$ cat config.mk
export PLATFORM = sky130hd
export DESIGN_NAME = pc_unit
export DESIGN_NICKNAME = d
export VERILOG_FILES = /design/src/rtl/pc_unit_pkg.sv /design/src/rtl/return_stack.sv /design/src/rtl/pc_unit.sv
export SDC_FILE = /design/constraint.sdc
export NUM_CORES = 1
export LEC_CHECK = 0
export BUFFER_PORTS_ARGS = -buffer_cell sky130_fd_sc_hd__buf_2
export CAP_MARGIN = 15
export CORE_ASPECT_RATIO = 0.9
export CORE_MARGIN = 1.5
export CORE_UTILIZATION = 54
export DETAILED_ROUTE_END_ITERATION = 6
export GPL_TIMING_DRIVEN = 0
export PLACE_DENSITY = 0.76
export SETUP_SLACK_MARGIN = 0.1
export SLEW_MARGIN = 20
export SYNTH_ARGS = -nofsm -noshare
export SYNTH_HDL_FRONTEND = slang
export SYNTH_HIERARCHICAL = 1
export SYNTH_SLANG_ARGS = --single-unit
$ cat constraint.sdc
create_clock -name clk -period 3.6 [get_ports clk]
set_input_delay 0.18 -clock clk [delete_from_list [all_inputs] [get_ports clk]]
set_output_delay 0.18 -clock clk [all_outputs]
set_load 0.05 [all_outputs]
$ cat src/rtl/pc_unit_pkg.sv
// rtl/pc_unit_pkg.sv - shared control enums for the fetch/decode front end
package pc_unit_pkg;

    typedef enum logic [1:0] {
        JMP = 2'b00,
        JZ  = 2'b01,
        JNZ = 2'b10,
        JC  = 2'b11
    } jump_t;

    typedef enum logic [1:0] {
        SRC_ALU  = 2'b00,
        SRC_MEM  = 2'b01,
        SRC_IMM  = 2'b10,
        SRC_PORT = 2'b11
    } data_src_t;

endpackage

$ cat src/rtl/return_stack.sv
// rtl/return_stack.sv - LIFO of return addresses with occupancy counter
module return_stack #(
    parameter int DEPTH = 8,
    parameter int AW    = 10
) (
    input  logic                     clk,
    input  logic                     rst,
    input  logic                     push,
    input  logic                     pop,
    input  logic [AW-1:0]            din,
    output logic [AW-1:0]            dout,
    output logic [$clog2(DEPTH):0]   count,
    output logic                     full,
    output logic                     empty
);

    localparam int PW = $clog2(DEPTH);
    localparam int CW = PW + 1;

    logic [AW-1:0] mem [DEPTH];
    logic [PW-1:0] top_idx;
    logic          do_push;
    logic          do_pop;

    assign top_idx = PW'(count - 1'b1);
    assign dout    = mem[top_idx];
    assign full    = (count == CW'(DEPTH));
    assign empty   = (count == '0);
    // pop wins if both are requested; overflow/underflow requests are dropped
    assign do_pop  = pop && !empty;
    assign do_push = push && !full && !do_pop;

    always_ff @(posedge clk) begin
        if (rst) begin
            count <= '0;
        end else if (do_pop) begin
            count <= count - 1'b1;
        end else if (do_push) begin
            count <= count + 1'b1;
        end
    end

    always_ff @(posedge clk) begin
        if (!rst && do_push) begin
            mem[count[PW-1:0]] <= din;
        end
    end

endmodule

$ cat src/rtl/pc_unit.sv
// rtl/pc_unit.sv - program counter, next-PC selection and return-stack control
module pc_unit
    import pc_unit_pkg::*;
#(
    parameter int DEPTH = 8,
    parameter int AW    = 10
) (
    input  logic                     clk,
    input  logic                     rst,
    input  logic                     en,
    input  logic                     is_jump,
    input  jump_t                    jump_cond,
    input  logic                     call,
    input  logic                     ret,
    input  logic [AW-1:0]            target,
    input  logic                     zero,
    input  logic                     carry,
    output logic [AW-1:0]            pc,
    output logic [$clog2(DEPTH):0]   sp,
    output logic                     stack_ovf,
    output logic                     stack_unf
);

    logic [AW-1:0] seq;
    logic [AW-1:0] next_pc;
    logic [AW-1:0] tos;
    logic          cond_ok;
    logic          take;
    logic          push_req;
    logic          pop_req;
    logic          set_ovf;
    logic          set_unf;
    logic          st_full;
    logic          st_empty;

    assign seq = pc + 1'b1;

    always_comb begin
        cond_ok = 1'b0;
        case (jump_cond)
            JMP:     cond_ok = 1'b1;
            JZ:      cond_ok = zero;
            JNZ:     cond_ok = !zero;
            JC:      cond_ok = carry;
            default: cond_ok = 1'b0;
        endcase
        take = is_jump && cond_ok;
    end

    // RET outranks CALL, which outranks plain/conditional jumps
    always_comb begin
        next_pc  = seq;
        push_req = 1'b0;
        pop_req  = 1'b0;
        set_ovf  = 1'b0;
        set_unf  = 1'b0;
        if (ret) begin
            if (!st_empty) begin
                next_pc = tos;
                pop_req = 1'b1;
            end else begin
                set_unf = 1'b1;
            end
        end else if (call) begin
            next_pc = target;
            if (!st_full) begin
                push_req = 1'b1;
            end else begin
                set_ovf = 1'b1;
            end
        end else if (take) begin
            next_pc = target;
        end
    end

    return_stack #(
        .DEPTH (DEPTH),
        .AW    (AW)
    ) u_return_stack (
        .clk   (clk),
        .rst   (rst),
        .push  (en && push_req),
        .pop   (en && pop_req),
        .din   (seq),
        .dout  (tos),
        .count (sp),
        .full  (st_full),
        .empty (st_empty)
    );

    always_ff @(posedge clk) begin
        if (rst) begin
            pc        <= '0;
            stack_ovf <= 1'b0;
            stack_unf <= 1'b0;
        end else if (en) begin
            pc        <= next_pc;
            stack_ovf <= stack_ovf || set_ovf;
            stack_unf <= stack_unf || set_unf;
        end
    end

endmodule
==> impl_metrics.toml <==
[timing]
fin_skew_ns = 0.00751
period_needed_ns = 3.39
rsz0062_at_grt = "false"
max_freq_mhz = 295
tightest_slew_ns = 0.772
setup_viol = 0
fin_hold_ws_ns = 0.0928
slew_headroom = 0.485
layout_setup_ws_ns = 0.212
report.final.hold_viol_count = 0
fin_crit_sh = 0.941
slew_viol_final = 0
fin_tns_setup_ns = 0

[synth]
ys.warnings.count = 6
ys_types = 55
syn_nets = 318
netlist.top_cell.by_area = "edfxtp_1"
yosysSeqAreaShare = 0.616
synth_area_um2 = 4420
synthFlopType = "edfxtp_1"
synth-edff-count = 80
synth_area_per_cell_um2 = 15.0
synthCells = 295
ys_top_cells_by_area = "edfxtp_1, mux4_2, dfxtp_1"
synth.most_common_cell = "edfxtp_1"
ys_ff_latch = 96
synth_top_area_share = 0.543
async_reset_ff_frac = 0
yosys-top-cells-count = "edfxtp_1, mux4_2, dfxtp_1"

[critical_path]
reg2regPathDepth = 14
r2r_start = "u_return_stack/count[0]"
endpoint_kind = "register"
cp.arrival_ns = 3.46
worstSetupPathType = "reg -> reg"
crit_path_end = "u_return_stack/mem[0][6]"
r2r_end = "u_return_stack/mem[0][6]"
path_max_fanout = 10
r2r_setup_slack_ns = 0.21
startpoint_type = "register"
required_ns = 3.67
critPathLaunch = "u_return_stack/count[0]"

[routing]
dr.pass1.iters = 5
vias = 2913
drt-total-wl_um = 10400
drc = 0
viasPerCell = 6.31
initialDrtViolationCount = 255
avgRoutedWirePerCell_um = 22.6
antenna_left = 0

[layout]
finalNonFillerCells = 462
antenna_cells = 0
final_area_um2 = 5170
area_growth_pct = 16.8
final_util = 0.647
fin_nets = 381
drive_above_1_share = 0.353

[cts]
cts_sinks = 96
cts_max_level = 3
cts_tree = "yes"
clk_pin_slew_ns = 0.09
cts_root_buf = "clkbuf_8"
cts_buffers = 9
clk_latency_ns = 0.36
clock_path_buffers = 2
cts_hold_buf = 0

[die]
start_util = 0.553
rows = 31
design.core.area_um2 = 7990
die_area_um2 = 8740
die_height_um = 88.8
io_pins = 36
fp.dieW_um = 98.4

[global_route]
grt_use_total = 0.245
overflow = 0
grt_pass1_wl_um = 15200
grt_antenna_before_repair = 0
grt_pass1_vias = 2716
grt_max_degree = 16

[power_and_ir_drop]
power.switching_uw = 483
powerDensity_nw_per_um2 = 389
p_seq_frac = 0.612
power_mw = 2.01
pwr-share-clk = 0.299
p_leak_nw = 1.79
combPwrFrac = 0.089
internal_power_mw = 1.53
vdd_ir_drop_max_mv = 0.266
p_sw_frac = 0.240

[placement]
hpwl_um = 6900
gp_congestion = 0.881
post-place-ws_ns = -0.479
port-buffer-count = 35
placed_cell_area_um2 = 4820
placed_cells = 433

[min_path]
hold_class = "in -> reg"

[outcome]
status = "finished, final reports clean"

[job]
drv_cap = 0
## final cells by class
type | count | area [um^2]
Multi-Input combinational cell | 173 | 1660
Fill cell | 585 | 2820
Timing Repair Buffer | 52 | 343
Buffer | 18 | 123
Sequential cell | 96 | 2720
Tap cell | 99 | 124
Clock inverter | 6 | 36.3
Inverter | 8 | 30.0
Clock buffer | 10 | 128
## flip-flops by register name, indices dropped and copies added (netlist names)
| signal | cells |
|---|---|
| stack_unf | 1 |
| pc | 10 |
| u_return_stack/mem | 80 |
| u_return_stack/count | 4 |
| stack_ovf | 1 |
## worst min-delay path by stage
stage                    from                      end  slack (ns)  depth (start not counted)
floorplan                 rst  u_return_stack/count[1]        0.25                          1
global route        target[5]                    pc[5]         0.1                          3
finish              target[4]                    pc[4]        0.09                          3
global placement    stack_unf                stack_unf        0.45                          2
CTS                 target[4]                    pc[4]        0.08                          3
detailed placement  stack_unf                stack_unf        0.46                          2
## per-layer routing
layer | global-route usage | vias to the layer above | routed length (um)
met4 | 0.0909 | 0 | 223
met5 | 0 | - | 0
met1 | 0.344 | 1448 | 4440
li1 | - | 1315 | -
met3 | 0.0561 | 23 | 854
met2 | 0.382 | 127 | 4910
## cells in the final DEF, fill, tap and decap left out, drive strengths merged, types with 3 or more instances in the layout
cell    instances
buf            65
nand2          11
nor2b           3
mux4           20
o21ai           3
nor2           12
nor4            5
nor3b           4
nand3          11
and4            3
ha              3
o21a            3
or2             4
o22ai          10
clkinv          4
xor2            3
dfxtp          16
inv             8
a22oi           4
nand3b          4
clkbuf         15
a31oi          12
a21oi           4
mux2           12
edfxtp         80
nand2b          4
nor3            7
mux2i           6
xnor2           3
## critical path, stage by stage, from the launching register on
cell and delay (ns):
dfxtp_1 0.34, buf_6 0.16, clkbuf_4 0.26, inv_1 0.19, ha_4 0.21, nand2b_1 0.17
nor2_4 0.17, and3b_1 0.20, buf_4 0.16, buf_2 0.18, a21oi_2 0.20, nand3b_1 0.16
buf_4 0.20, nor4_4 0.30, buf_6 0.19
## power groups by stage
stage / registers, mW / clock network, mW / logic [mW]
6_report: 1.23 / 0.602 / 0.178
5_1_grt: 1.23 / 0.653 / 0.191
3_5_place_dp: 1.26 / 0 / 0.174
2_1_floorplan: 1.28 / 0 / 0.0893
4_1_cts: 1.23 / 0.611 / 0.176
3_3_place_gp: 1.26 / 0 / 0.167
## cells by family after synthesis
logic type,Yosys count,synth area share
compound gates,46,0.0730
xor+xnor,6,0.0136
fa+ha+maj,3,0.00849
buf+inv,26,0.0337
flops,96,0.616
mux,38,0.149
simple gates,80,0.107
## what timing repair did
item	4_1_cts	5_1_grt
pin swaps	8	0
resized for setup	8	6
setup buffers	13	0
endpoints found under the setup margin	80	82
No activity file was read; power rests on OpenSTA's default activity.
